===== config.mk =====
export PLATFORM = sky130hd
export DESIGN_NAME = if_id_stage_buffer
export DESIGN_NICKNAME = d
export VERILOG_FILES = /design/src/rtl/if_id_stage_buffer.sv
export SDC_FILE = /design/constraint.sdc
export NUM_CORES = 1
export LEC_CHECK = 0
export BUFFER_PORTS_ARGS = -buffer_cell sky130_fd_sc_hd__buf_2
export CORE_ASPECT_RATIO = 1.25
export CORE_UTILIZATION = 45
export CTS_CLUSTER_SIZE = 28
export DETAILED_ROUTE_END_ITERATION = 10
export GPL_TIMING_DRIVEN = 0
export PLACE_DENSITY = 0.71
export REMOVE_ABC_BUFFERS = 1
export SETUP_SLACK_MARGIN = 0.05
export SYNTH_ARGS = -nofsm -noshare
export SYNTH_HDL_FRONTEND = slang
export SYNTH_SLANG_ARGS = --single-unit
export TNS_END_PERCENT = 5

===== constraint.sdc =====
create_clock -name clk -period 2.29 [get_ports clk]
set_clock_uncertainty 0.15 [all_clocks]
set_input_delay 0.229 -clock clk [delete_from_list [all_inputs] [get_ports clk]]
set_output_delay 0.229 -clock clk [all_outputs]
set_load 0.03 [all_outputs]

===== src/rtl/if_id_stage_buffer.sv =====
// Two-entry skid-buffered IF/ID pipeline register with flush support.
// Head entry drives decode directly; the skid entry absorbs one beat while decode stalls.
module if_id_stage_buffer #(
    parameter int unsigned         DATA_W    = 32,
    parameter logic [DATA_W-1:0]   NOP_INSTN = '0,
    parameter int unsigned         CNT_W     = 8
) (
    input  logic              clk,
    input  logic              reset,
    input  logic [DATA_W-1:0] inp_instn,
    input  logic [DATA_W-1:0] pc_to_branch,
    input  logic [DATA_W-1:0] nextpc,
    input  logic              fetch_valid,
    output logic              stall_flag,
    output logic              fetch_ready,
    input  logic              id_ready,
    input  logic              flush,
    output logic              id_valid,
    output logic [DATA_W-1:0] id_instn,
    output logic [DATA_W-1:0] id_pc,
    output logic [DATA_W-1:0] id_nextpc,
    output logic [CNT_W-1:0]  flush_count
);

    logic [DATA_W-1:0] h_instn_q, h_instn_d;
    logic [DATA_W-1:0] h_pc_q, h_pc_d;
    logic [DATA_W-1:0] h_nextpc_q, h_nextpc_d;
    logic              h_valid_q, h_valid_d;
    logic [DATA_W-1:0] s_instn_q, s_instn_d;
    logic [DATA_W-1:0] s_pc_q, s_pc_d;
    logic [DATA_W-1:0] s_nextpc_q, s_nextpc_d;
    logic              s_valid_q, s_valid_d;
    logic              fetch_ready_q, fetch_ready_d;
    logic [CNT_W-1:0]  flush_count_q, flush_count_d;

    logic              push;
    logic              pop;
    logic [1:0]        drop_cnt;
    logic [CNT_W+1:0]  cnt_sum;

    assign push = fetch_valid & fetch_ready_q;
    assign pop  = h_valid_q & id_ready;

    assign drop_cnt = {1'b0, h_valid_q} + {1'b0, s_valid_q};
    assign cnt_sum  = {2'b00, flush_count_q} + {{CNT_W{1'b0}}, drop_cnt};

    always_comb begin
        h_instn_d     = h_instn_q;
        h_pc_d        = h_pc_q;
        h_nextpc_d    = h_nextpc_q;
        h_valid_d     = h_valid_q;
        s_instn_d     = s_instn_q;
        s_pc_d        = s_pc_q;
        s_nextpc_d    = s_nextpc_q;
        s_valid_d     = s_valid_q;
        flush_count_d = flush_count_q;

        if (flush) begin
            // Flush wins over push and pop; the incoming beat is dropped uncounted.
            h_instn_d  = NOP_INSTN;
            h_pc_d     = '0;
            h_nextpc_d = '0;
            h_valid_d  = 1'b0;
            s_valid_d  = 1'b0;
            if (cnt_sum > {2'b00, {CNT_W{1'b1}}}) begin
                flush_count_d = {CNT_W{1'b1}};
            end else begin
                flush_count_d = cnt_sum[CNT_W-1:0];
            end
        end else if (!h_valid_q) begin
            if (push) begin
                h_instn_d  = inp_instn;
                h_pc_d     = pc_to_branch;
                h_nextpc_d = nextpc;
                h_valid_d  = 1'b1;
            end
        end else if (!s_valid_q) begin
            if (push && pop) begin
                h_instn_d  = inp_instn;
                h_pc_d     = pc_to_branch;
                h_nextpc_d = nextpc;
            end else if (push) begin
                s_instn_d  = inp_instn;
                s_pc_d     = pc_to_branch;
                s_nextpc_d = nextpc;
                s_valid_d  = 1'b1;
            end else if (pop) begin
                h_instn_d  = NOP_INSTN;
                h_pc_d     = '0;
                h_nextpc_d = '0;
                h_valid_d  = 1'b0;
            end
        end else if (pop) begin
            h_instn_d  = s_instn_q;
            h_pc_d     = s_pc_q;
            h_nextpc_d = s_nextpc_q;
            s_valid_d  = 1'b0;
        end

        fetch_ready_d = ~(h_valid_d & s_valid_d);
    end

    always_ff @(posedge clk or negedge reset) begin
        if (!reset) begin
            h_instn_q     <= NOP_INSTN;
            h_pc_q        <= '0;
            h_nextpc_q    <= '0;
            h_valid_q     <= 1'b0;
            s_instn_q     <= '0;
            s_pc_q        <= '0;
            s_nextpc_q    <= '0;
            s_valid_q     <= 1'b0;
            fetch_ready_q <= 1'b1;
            flush_count_q <= '0;
        end else begin
            h_instn_q     <= h_instn_d;
            h_pc_q        <= h_pc_d;
            h_nextpc_q    <= h_nextpc_d;
            h_valid_q     <= h_valid_d;
            s_instn_q     <= s_instn_d;
            s_pc_q        <= s_pc_d;
            s_nextpc_q    <= s_nextpc_d;
            s_valid_q     <= s_valid_d;
            fetch_ready_q <= fetch_ready_d;
            flush_count_q <= flush_count_d;
        end
    end

    assign id_valid    = h_valid_q;
    assign id_instn    = h_instn_q;
    assign id_pc       = h_pc_q;
    assign id_nextpc   = h_nextpc_q;
    assign fetch_ready = fetch_ready_q;
    assign stall_flag  = ~fetch_ready_q;
    assign flush_count = flush_count_q;

endmodule


# After elaboration in Yosys (flattened, before gate mapping)
# Index checks and enable logic that the tools add are counted.
[totals]
out_inout_bits = 107
regBits = 203
mem_bits_rw = 0
memories = 0
rom_bits = 0
latchBits = 0
elab_cells = 60
input_bits = 101
[classes]
n_div = 0
addsub = 2
reduce_logical = 5
n_lt_le_gt_ge = 1
multipliers = 0
n_mux = 32
bitwise_logic = 8
eq_ne = 2
shifts = 0
[ops]
columns = ["cell", "count"]
rows = [
  ["2-to-1 mux 32 bit", 20],
  ["2-to-1 mux 1 bit", 11],
  ["adder 8 x 2 -> 9 bit", 1],
  ["greater-than comparator 9 x 8 -> 1 bit (second input constant)", 1],
  ["2-to-1 mux 8 bit", 1],
  ["!= test 5 x 4 -> 1 bit (second input constant)", 1],
  ["NOT 1 bit", 5],
  ["AND reduction 5 bit", 1],
  ["nonzero test 5 bit", 1],
  ["!= test 4 x 3 -> 1 bit (second input constant)", 1],
  ["AND reduction 4 bit", 1],
  ["bitwise AND 1 bit", 3],
  ["nonzero test 3 bit", 1],
  ["adder 1 x 1 -> 2 bit", 1],
  ["logical AND 1 bit", 1],
]

# Depth between registers and ports, before layout
# Gate-level depths: netlist of run 1.
[logic_depth]
depth_word = 9
depth_mapped = 8
ltp_nobuf = 5

# Worst setup path after synthesis of run 1
# Ideal clock, no wire load.
[synth_timing]
kind = "reg-to-reg"
from = "register fetch_ready_q (netlist: fetch_ready)"
to = "register s_instn_q[0]"
slack_ns = -0.100
stages_incl_launch_ff = 8
n_path_buf = 4
setup_ns = 0.125
synth_period_minus_slack_ns = 2.390
t_required_ns = 2.015
arrival_ns = 2.115
path_cell_list = "dfstp_2 > and3b_1 > buf_4 > or4b_1 > clkbuf_1 > buf_6 > buf_6 > mux2_4"
[synth_via]
elab_chain_len = 4
[synth_lines]
columns = ["element", "line", "text"]
rows = [
  ["start: declaration", "33", "logic fetch_ready_q, fetch_ready_d;"],
  ["start signal: assignment", "124", "fetch_ready_q <= fetch_ready_d;"],
  ["bitwise AND 1 bit (*)", "41", "assign push = fetch_valid & fetch_ready_q;"],
  ["logical AND 1 bit", "78", "if (push && pop) begin"],
  ["NOT 1 bit (no source line)", "-", ""],
  ["AND reduction 5 bit (no source line) (*)", "-", ""],
  ["end signal: assignment", "120", "s_instn_q <= s_instn_d;"],
  ["end: declaration", "29", "logic [DATA_W-1:0] s_instn_q, s_instn_d;"],
]
# Mark *: on every way between the ends. The rest lies on a longest branch, timed or not.
# A chain may end at the register's enable or synchronous reset.

# Worst setup path after layout of run 1
[layout_timing]
from = "register h_valid_q (netlist: id_valid)"
to = "register s_pc_q[31]"
[layout_via]
elab_chain_len = 4
[layout_lines]
columns = ["element", "line", "text"]
rows = [
  ["start: declaration", "28", "logic h_valid_q, h_valid_d;"],
  ["start signal: assignment", "119", "h_valid_q <= h_valid_d;"],
  ["bitwise AND 1 bit", "42", "assign pop = h_valid_q & id_ready;"],
  ["logical AND 1 bit", "78", ""],
  ["NOT 1 bit (no source line)", "-", ""],
  ["AND reduction 5 bit (no source line) (*)", "-", ""],
  ["end signal: assignment", "121", "s_pc_q <= s_pc_d;"],
  ["end: declaration", "30", "logic [DATA_W-1:0] s_pc_q, s_pc_d;"],
]
# Marks and branches as above.

==> reports/qor.yml, run 1 <==
power:
  leakage_nw: 5.627
  p_total_mw: 11.09
  seq_power_share: 0.435
  intPower_mw: 7.599
  pwr-share-comb: 0.241
  clockPowerShare: 0.323
  sw_frac_of_total: 0.3145
  p_switching_mw: 3.486
  ir_drop_mv: 0.6869
  powerDensity_nw_per_um2: 868.1
sta:
  fin_ws_ps: 74.47
  final_hold_viol_count: 0
  timing.final.max_slew_violations: 0
  fmax_mhz: 451.4
  layout_min_cycle_time_ps: 2216
  rsz0062_at_grt: "true"
  fin_crit_sh: 0.9675
  setup-violations-final: 0
  slew_headroom: 0.3344
  worst_pin_slew_ps: 998.4
run:
  drv_cap: 0
synthesis:
  ys_async_sr_fraction: 1.000
  syn_area_um2: 9503
  netlist_instances: 850
  synth-edff-count: 0
  synth.distinct_cells: 37
  seq_area_frac_synth: 0.5347
  yosysTopAreaCell: "dfrtp_1"
  yosysWarnings: 0
  synth_area_leaders: "dfrtp_1 (53%), a32oi_1 (7.4%), mux2_1 (6.8%)"
  synth_seq_cells: 203
  synth.top_cell.area_share: 0.5319
  avgSynthCellArea_um2: 11.18
  ys.flop_type: "dfrtp_1"
run_status:
  status: "completed"
setup_path:
  r2r_end: "s_pc_q[31]"
  required_ps: 2530
  arrival_ps: 2450
  cp-start-kind: "register"
  r2r_setup_slack_ps: 70
  cp-end-kind: "register"
  critical_path_class: "register to register"
  crit_fanout: 17
  rr_worst_depth: 5
  r2r-start: "id_valid"
clocking:
  cts_buffer_depth: 3
  cts.clk_slew.worst_paths_ps: 60
  cts.sinks: 203
  cts_max_level: 1
  cts-root-buf: "clkbuf_16"
  cts-buffers-inserted: 22
  clk_latency_ps: 500
  cts_tree: "yes"
route:
  final_antenna_net_count: 0
  first_iter_violations: 578
  vias: 8507
  vias_per_cell: 6.055
  drt-total-wl_um: 29730
  drc: 0
  firstDrtPassIters: 5
  wl_per_cell_um: 21.16
cells_and_area:
  area_growth_pct: 34.38
  final_util: 0.6156
  nNetsFinal: 1220
  drive_above_1_share: 0.2894
place:
  routabilityCongestion: 0.7221
  io_buffers: 207
  pre_cts_slack_ps: -945.3
  dpl.hpwl_um: 15250
global_route:
  grt_pass1_wl_um: 46290
  grt_max_degree: 113
  antenna_found_initial: 1
  gr-total-overflow: 0
  track_usage: 0.2653
  grt_pass1_vias: 8718
floorplanning:
  start_util: 0.4581
  core_um2: 20740
  dieArea_um2: 21710
  rows: 59
  io_pins: 208
  die_w_um: 132.0
  dieHeight_um: 164.5
worst_hold_path:
  worstHoldPathType: "input pin to async pin"
-- critical path, stage by stage, from the launching register on --
cell and delay (ps):
dfrtp_4 450, buf_4 130, clkinvlp_4 90, buf_4 160, or4b_4 720, mux2_1 390
-- power groups by stage --
stage | Clock, mW | Sequential [mW] | Combinational (mW)
after floorplan | 0 | 5.32 | 1.05
after global placement | 0 | 4.83 | 2.34
after detailed placement | 0 | 4.86 | 2.46
after CTS | 3.64 | 4.80 | 2.65
after global routing | 3.78 | 4.91 | 2.87
final | 3.58 | 4.83 | 2.68
-- state kept, by name (all words and copies together), names as in the netlist --
register / flops
s_valid_q: 1
flush_count: 8
id_nextpc: 32
id_instn: 32
fetch_ready: 1
s_nextpc_q: 32
s_pc_q: 32
id_valid: 1
s_instn_q: 32
id_pc: 32
-- repair_timing --
action / CTS / global route
hold buffers: 99 / 0
cloned: 5 / 2
setup buffers: 13 / 1
endpoints found under the hold margin: 284 / 0
endpoints found under the setup margin: 192 / 97
gates resized for setup: 4 / 3
pin swaps: 3 / 1
-- cell usage in the layout (no fill, tap or decap), drive strengths merged --
cell / n
and4b: 1
fa: 1
nor3: 97
o21bai: 1
mux2i: 1
a21oi: 4
ha: 1
nand3: 83
mux2: 97
and4: 1
dfrtp: 202
a21o: 4
dfstp: 1
a32oi: 80
buf: 234
diode: 1
nand4: 5
bufinv: 1
nand2: 20
nand2b: 2
nand4b: 1
and3b: 5
inv: 3
clkinv: 4
clkinvlp: 1
a21boi: 1
or3: 2
clkbuf: 33
or2: 2
and3: 1
nor2: 5
o21ai: 17
or4b: 2
nor2b: 18
a31oi: 99
xor2: 1
dlygate4sd3: 99
-- worst max path at each step --
stage | startpoint | depth (start not counted) | end
2_1_floorplan | fetch_ready | 3 | s_instn_q[31]
3_3_place_gp | s_valid_q | 3 | id_pc[27]
3_5_place_dp | flush | 6 | s_nextpc_q[19]
4_1_cts | id_valid | 6 | flush_count[6]
5_1_grt | id_valid | 6 | id_instn[11]
6_report | id_valid | 5 | s_pc_q[31]
-- cell type report --
cell class	instances	area, um2
clock buffer	32	669.4
fill	1633	7974
sequential	203	5089
inverter	4	18.77
tap	274	342.8
antenna	1	2.502
multi-input combinational	552	4099
timing repair buffer	334	2495
clock inverter	5	53.80
-- through the flow --
step | instance area (um2) | setup TNS, ps | hold slack [ps] | cells
2_1_floorplan | 9089 | -513340 | -216.6 | 753
3_3_place_gp | 10470 | -1632950 | 300.2 | 1234
3_5_place_dp | 10880 | -118530 | 148.4 | 1248
4_1_cts | 12720 | 0 | 159.0 | 1401
5_1_grt | 12770 | 0 | 235.5 | 1405
6_report | 12770 | 0 | 143.0 | 1405
-- cells in the mapped netlist (5+ instances only) --
master and instances:
mux2_4 40, nand3_1 83, nor3_1 97, buf_2 7, a32oi_1 80, o21ai_0 12, nor2b_1 18, buf_1 6
mux2_1 57, o21ai_1 5, clkbuf_1 78, buf_6 5, a31oi_1 99, nand4_1 5, nand2_1 20, dfrtp_1 202
-- kinds of logic (layout without fill, tap and decap cells) --
logic type | count (synthesis) | count (layout) | share of synthesized area
AND/OR/NAND/NOR | 240 | 245 | 0.1301
AO/OA/AOI/OAI | 205 | 206 | 0.1539
flip-flops | 203 | 203 | 0.5347
buffers and inverters | 101 | 375 | 0.04516
multiplexers | 98 | 98 | 0.1318
adder cells (fa/ha/maj) | 2 | 2 | 0.003423
XOR/XNOR | 1 | 1 | 0.0009218
other | 0 | 1 | 0
-- metal layers --
metal  part of all wire  global-route usage  up-vias
met5                  0                   0        -
met4              0.023             0.09672        0
met3              0.070             0.04328       56
met2               0.49              0.4461      397
met1               0.42              0.3465     4238
li1                   -                   -     3816
Note: power is estimated with default switching activity, not from simulation.
==> run 2: changes to the inputs <==
--- a/config.mk
+++ b/config.mk
@@ -5,13 +5,15 @@
 export SDC_FILE = /design/constraint.sdc
 export NUM_CORES = 1
 export LEC_CHECK = 0
-export BUFFER_PORTS_ARGS = -buffer_cell sky130_fd_sc_hd__buf_2
+export BUFFER_PORTS_ARGS = -buffer_cell sky130_fd_sc_hd__clkbuf_2
+export CELL_PAD_IN_SITES_DETAIL_PLACEMENT = 1
+export CELL_PAD_IN_SITES_GLOBAL_PLACEMENT = 1
 export CORE_ASPECT_RATIO = 1.25
-export CORE_UTILIZATION = 45
+export CORE_UTILIZATION = 39
 export CTS_CLUSTER_SIZE = 28
 export DETAILED_ROUTE_END_ITERATION = 10
 export GPL_TIMING_DRIVEN = 0
-export PLACE_DENSITY = 0.71
+export PLACE_DENSITY_LB_ADDON = 0.1
 export REMOVE_ABC_BUFFERS = 1
 export SETUP_SLACK_MARGIN = 0.05
 export SYNTH_ARGS = -nofsm -noshare
==> run 2 against run 1 <==
  * Sequential cell count unchanged
  * Clock power grew 3%
  * Critical path type unchanged
  * Cell count rose by 4.1%
  * Combinational power is 4% higher
  * Fmax is 2.7% lower
  * Cell area grew 2.2%
==> reports/qor.yml, run 2 (synthesized netlist as in run 1, its figures left out) <==
run_status:
  status: "completed"
floorplanning:
  dieArea_um2: 25000
  start_util: 0.3992
  die_w_um: 141.6
  rows: 63
  dieHeight_um: 176.5
  core_um2: 23810
  io_pins: 208
setup_path:
  required_ps: 2520
  arrival_ps: 2500
  rr_worst_depth: 4
  cp-end-kind: "register"
  cp-start-kind: "register"
  critical_path_class: "register to register"
  crit_fanout: 47
cells_and_area:
  drive_above_1_share: 0.3113
  diodes: 0
  final_common_cell: "clkbuf_2"
  final_util: 0.5483
  area_growth_pct: 37.34
  layout_common_cells: "clkbuf_2 (206), dfrtp_1 (200), a31oi_1 (98), nor3_1 (97), dlygate4sd3_1 (97)"
  nNetsFinal: 1227
route:
  vias: 8569
  first_iter_violations: 447
  wl_per_cell_um: 23.29
  drc: 0
  firstDrtPassIters: 4
  drt-total-wl_um: 34060
  vias_per_cell: 5.861
  final_antenna_net_count: 0
clocking:
  clk_latency_ps: 500
  cts-root-buf: "clkbuf_16"
  cts.sinks: 203
  cts-buffers-inserted: 23
  cts_tree: "yes"
  cts_buffer_depth: 3
  cts_max_level: 1
  cts.clk_slew.worst_paths_ps: 60
sta:
  fmax_mhz: 439.2
  layout_min_cycle_time_ps: 2277
  final_hold_viol_count: 0
  worst_pin_slew_ps: 909.5
  setup-violations-final: 0
  fin_crit_sh: 0.9942
  rsz0062_at_grt: "true"
  timing.final.max_slew_violations: 0
  slew_headroom: 0.3937
power:
  p_total_mw: 11.32
  powerDensity_nw_per_um2: 867.1
  ir_drop_mv: 0.5926
  leakage_nw: 5.767
run:
  drv_cap: 0
global_route:
  antenna_found_initial: 0
  grt_pass1_wl_um: 52740
  track_usage: 0.2711
  gr-total-overflow: 0
  grt_max_degree: 88
  grt_pass1_vias: 9252
place:
  io_buffers: 207
  routabilityCongestion: 0.6829
  dpl.hpwl_um: 16940
worst_hold_path:
  holdPathStages: 3
  worstHoldPathType: "input pin to register"
[run 2: cell types whose count changed in the layout (fill, tap and decap cells not counted), sizes merged]
cell,change
and3b,+2
dlygate4sd3,-2
buf,-206
a21o,+1
or4b,+4
diode,-1
bufinv,+1
clkbuf,+206
clkinvlp,+1
[run 2: metal layers]
metal / share of wire / GRT usage
met1: 0.43 / 0.3508
met2: 0.49 / 0.4688
met3: 0.055 / 0.04665
met4: 0.024 / 0.06765
met5: 0 / 0
[run 2: cell type report]
cell class	count	area, um2
fillers	2578	10750
flip-flops and latches	203	5089
multi-input cells	559	4262
repair buffers	333	2542
clock buffers	31	645.6
well taps	325	406.6
clock inverters	7	87.58
inverters	4	18.77
[run 2: repair_timing]
item | 4_1_cts | 5_1_grt
hold buffers | 97 | 0
resized for setup | 8 | 25
gates cloned | 12 | 2
setup endpoints to repair | 195 | 157
endpoints found under the hold margin | 275 | 0
pin swaps | 5 | 4
buffers inserted | 13 | 1
[run 2: worst paths after layout]
| check | startpoint | to | slack, ps |
|---|---|---|---|
| max in group asynchronous | reset | id_instn[11] | 740 |
| worst max-delay path | fetch_ready | s_nextpc_q[0] | 10 |
| worst min register to register | s_nextpc_q[13] | s_nextpc_q[13] | 340 |
| min in group asynchronous | reset | id_pc[0] | 90 |
| worst max register to register | fetch_ready | s_nextpc_q[0] | 10 |
| worst min-delay path | fetch_valid | s_valid_q | 70 |
[run 2: worst max-delay path, cell delays in order (launching register included)]
cell	delay, ps
dfstp_2	600
and3b_4	250
or4b_4	510
buf_16	240
mux2_1	360
[run 2: where the power goes]
| part | switching (mW) | internal (mW) |
|---|---|---|
| logic | 1.61 | 1.19 |
| clock network | 1.50 | 2.19 |
| registers | 0.484 | 4.35 |
[run 2: stage by stage]
step                      cell area (um2)  worst slack [ps]  cells  hold WS, ps  setup TNS [ps]
after floorplan                      9089             -2933    753       -216.6         -513340
after global placement              10530             -6443   1285        306.1        -1854770
after detailed placement            10940             -1271   1299        75.12         -172070
after CTS                           12910             4.551   1459        19.38               0
after global routing                13050            -18.26   1462        59.92          -139.1
final                               13050             13.17   1462        74.51               0
==> run 3: changes to the inputs <==
--- a/config.mk
+++ b/config.mk
@@ -13,7 +13,7 @@
 export CTS_CLUSTER_SIZE = 28
 export DETAILED_ROUTE_END_ITERATION = 10
 export GPL_TIMING_DRIVEN = 0
-export PLACE_DENSITY_LB_ADDON = 0.1
+export PLACE_DENSITY = 0.74
 export REMOVE_ABC_BUFFERS = 1
 export SETUP_SLACK_MARGIN = 0.05
 export SYNTH_ARGS = -nofsm -noshare
==> run 3 against run 2 <==
  * Register-to-register slack about the same
  * Global-route usage is 1.5 points higher
  * Sequential cell count did not move
  * First-iteration DRC count up 2.2%
  * Clock-buffer cell count stayed put
  * Fmax decreased by 0.56%
  * Core utilization up 0.61 points
  * Combinational power increased by 2%
  * Hold slack worse by 36 ps
  * Sequential power about the same
  * Highest routed layer unchanged
==> reports/qor.yml, run 3 (synthesized netlist as in run 1, its figures left out) <==
floorplanning:
  core_um2: 23810
  die_w_um: 141.6
  start_util: 0.3992
  io_pins: 208
  dieHeight_um: 176.5
  rows: 63
  dieArea_um2: 25000
clocking:
  cts_tree: "yes"
  cts-root-buf: "clkbuf_16"
  cts.clk_slew.worst_paths_ps: 70
  cts.sinks: 203
  cts_max_level: 1
  cts-buffers-inserted: 23
  cts_buffer_depth: 3
  clk_latency_ps: 510
sta:
  timing.final.max_slew_violations: 0
  tns_ps: 0
  final_hold_viol_count: 0
  rsz0062_at_grt: "true"
  fmax_mhz: 436.8
  fin_ws_ps: 0.3588
  slew_headroom: 0.3972
  worst_pin_slew_ps: 900.2
  layout_min_cycle_time_ps: 2290
  setup-violations-final: 0
  fin_crit_sh: 0.9998
place:
  dpl.hpwl_um: 17260
  pre_cts_slack_ps: -1182
  io_buffers: 207
  routabilityCongestion: 0.6940
cells_and_area:
  nFillCells: 2586
  diodes: 0
  nNetsFinal: 1240
  layout_common_cells: "clkbuf_2 (205), dfrtp_1 (200), a31oi_1 (97), nor3_1 (97), dlygate4sd3_1 (97)"
  multi_input_area_um2: 4168
  ff_latch_area_um2: 5089
  area_growth_pct: 38.88
  drive_above_1_share: 0.3166
  final_common_cell: "clkbuf_2"
setup_path:
  required_ps: 2530
  crit_fanout: 22
  cp-start-kind: "register"
  arrival_ps: 2530
  cp-end-kind: "register"
  rr_worst_depth: 4
  critical_path_class: "register to register"
route:
  vias: 8834
  vias_per_cell: 5.977
  final_antenna_net_count: 0
  drt-total-wl_um: 35940
  wl_per_cell_um: 24.32
  firstDrtPassIters: 5
  drc: 0
  first_iter_violations: 457
worst_hold_path:
  holdPathStages: 3
  worstHoldPathType: "input pin to register"
global_route:
  grt_pass1_vias: 9500
  gr-max-usage-layer: "met2"
  antenna_found_initial: 0
  gr-usage-met3: 0.05207
  grt_pass1_wl_um: 55630
  gr-total-overflow: 0
  grt_max_degree: 81
  grt_util_met1: 0.3729
  grt_util_met2: 0.4784
  track_usage: 0.2857
run_status:
  status: "completed"
power:
  p_total_mw: 11.38
  powerDensity_nw_per_um2: 862.0
  leakage_nw: 5.874
  ir_drop_mv: 0.8358
run:
  drv_cap: 0
-- run 3: changes by cell type in the layout (fill, tap and decap cells not counted), sizes merged, moves of 2 or more --
cell,before,now
buf,28,42
nor2b,18,20
or4b,6,2
bufbuf,0,4
clkinv,4,8
-- run 3: what timing repair did --
item / in CTS / in global routing
gates resized for setup: 7 / 16
endpoints found under the hold margin: 245 / 0
endpoints found under the setup margin: 198 / 184
cloned: 12 / 2
pin swaps: 4 / 2
hold buffers: 97 / 0
buffers inserted: 21 / 5
-- run 3: final timing paths --
| path | from | to | slack, ps |
|---|---|---|---|
| max reg2reg | s_valid_q | s_nextpc_q[11] | 0.4 |
| min reg2reg | s_pc_q[0] | s_pc_q[0] | 340 |
| max | s_valid_q | s_nextpc_q[11] | 0.4 |
| max in group asynchronous | reset | id_nextpc[25] | 1060 |
| min | fetch_valid | s_valid_q | 40 |
| min in group asynchronous | reset | s_pc_q[26] | 110 |
-- run 3: routing by layer --
metal | routed length [um] | vias to the layer above
met5 | 0 | -
met4 | 966 | 0
met3 | 2199 | 71
met2 | 17810 | 325
met1 | 14960 | 4575
li1 | - | 3863
-- run 3: worst max-delay path, stage by stage (launching register included) --
cell and delay, ps:
dfrtp_4 500, buf_16 180, or4b_4 630, bufbuf_16 360, mux2_1 330
-- run 3: report_power, final --
group | leakage [nW] | internal, mW | switching (mW)
sequential | 2.50 | 4.34 | 0.482
clock | 0.374 | 2.14 | 1.54
combinational | 3.00 | 1.20 | 1.67
-- run 3: per-stage QoR --
stage          instances  area [um2]  hold WS [ps]    util
6_report            1478       13200         38.98  0.5544
5_1_grt             1478       13200         47.33  0.5544
4_1_cts             1471       13080         14.81  0.5492
3_5_place_dp        1300       10970         89.73  0.4608
3_3_place_gp        1285       10530         303.5  0.4424
2_1_floorplan        753        9089        -216.6       -
-- run 3: cell type report --
| class | count | area share |
|---|---|---|
| Inverter | 4 | 0.001422 |
| Timing Repair Buffer | 350 | 0.2101 |
| Multi-Input combinational cell | 555 | 0.3158 |
| Clock buffer | 31 | 0.05044 |
| Tap cell | 325 | 0.03081 |
| Sequential cell | 203 | 0.3856 |
| Clock inverter | 10 | 0.005878 |
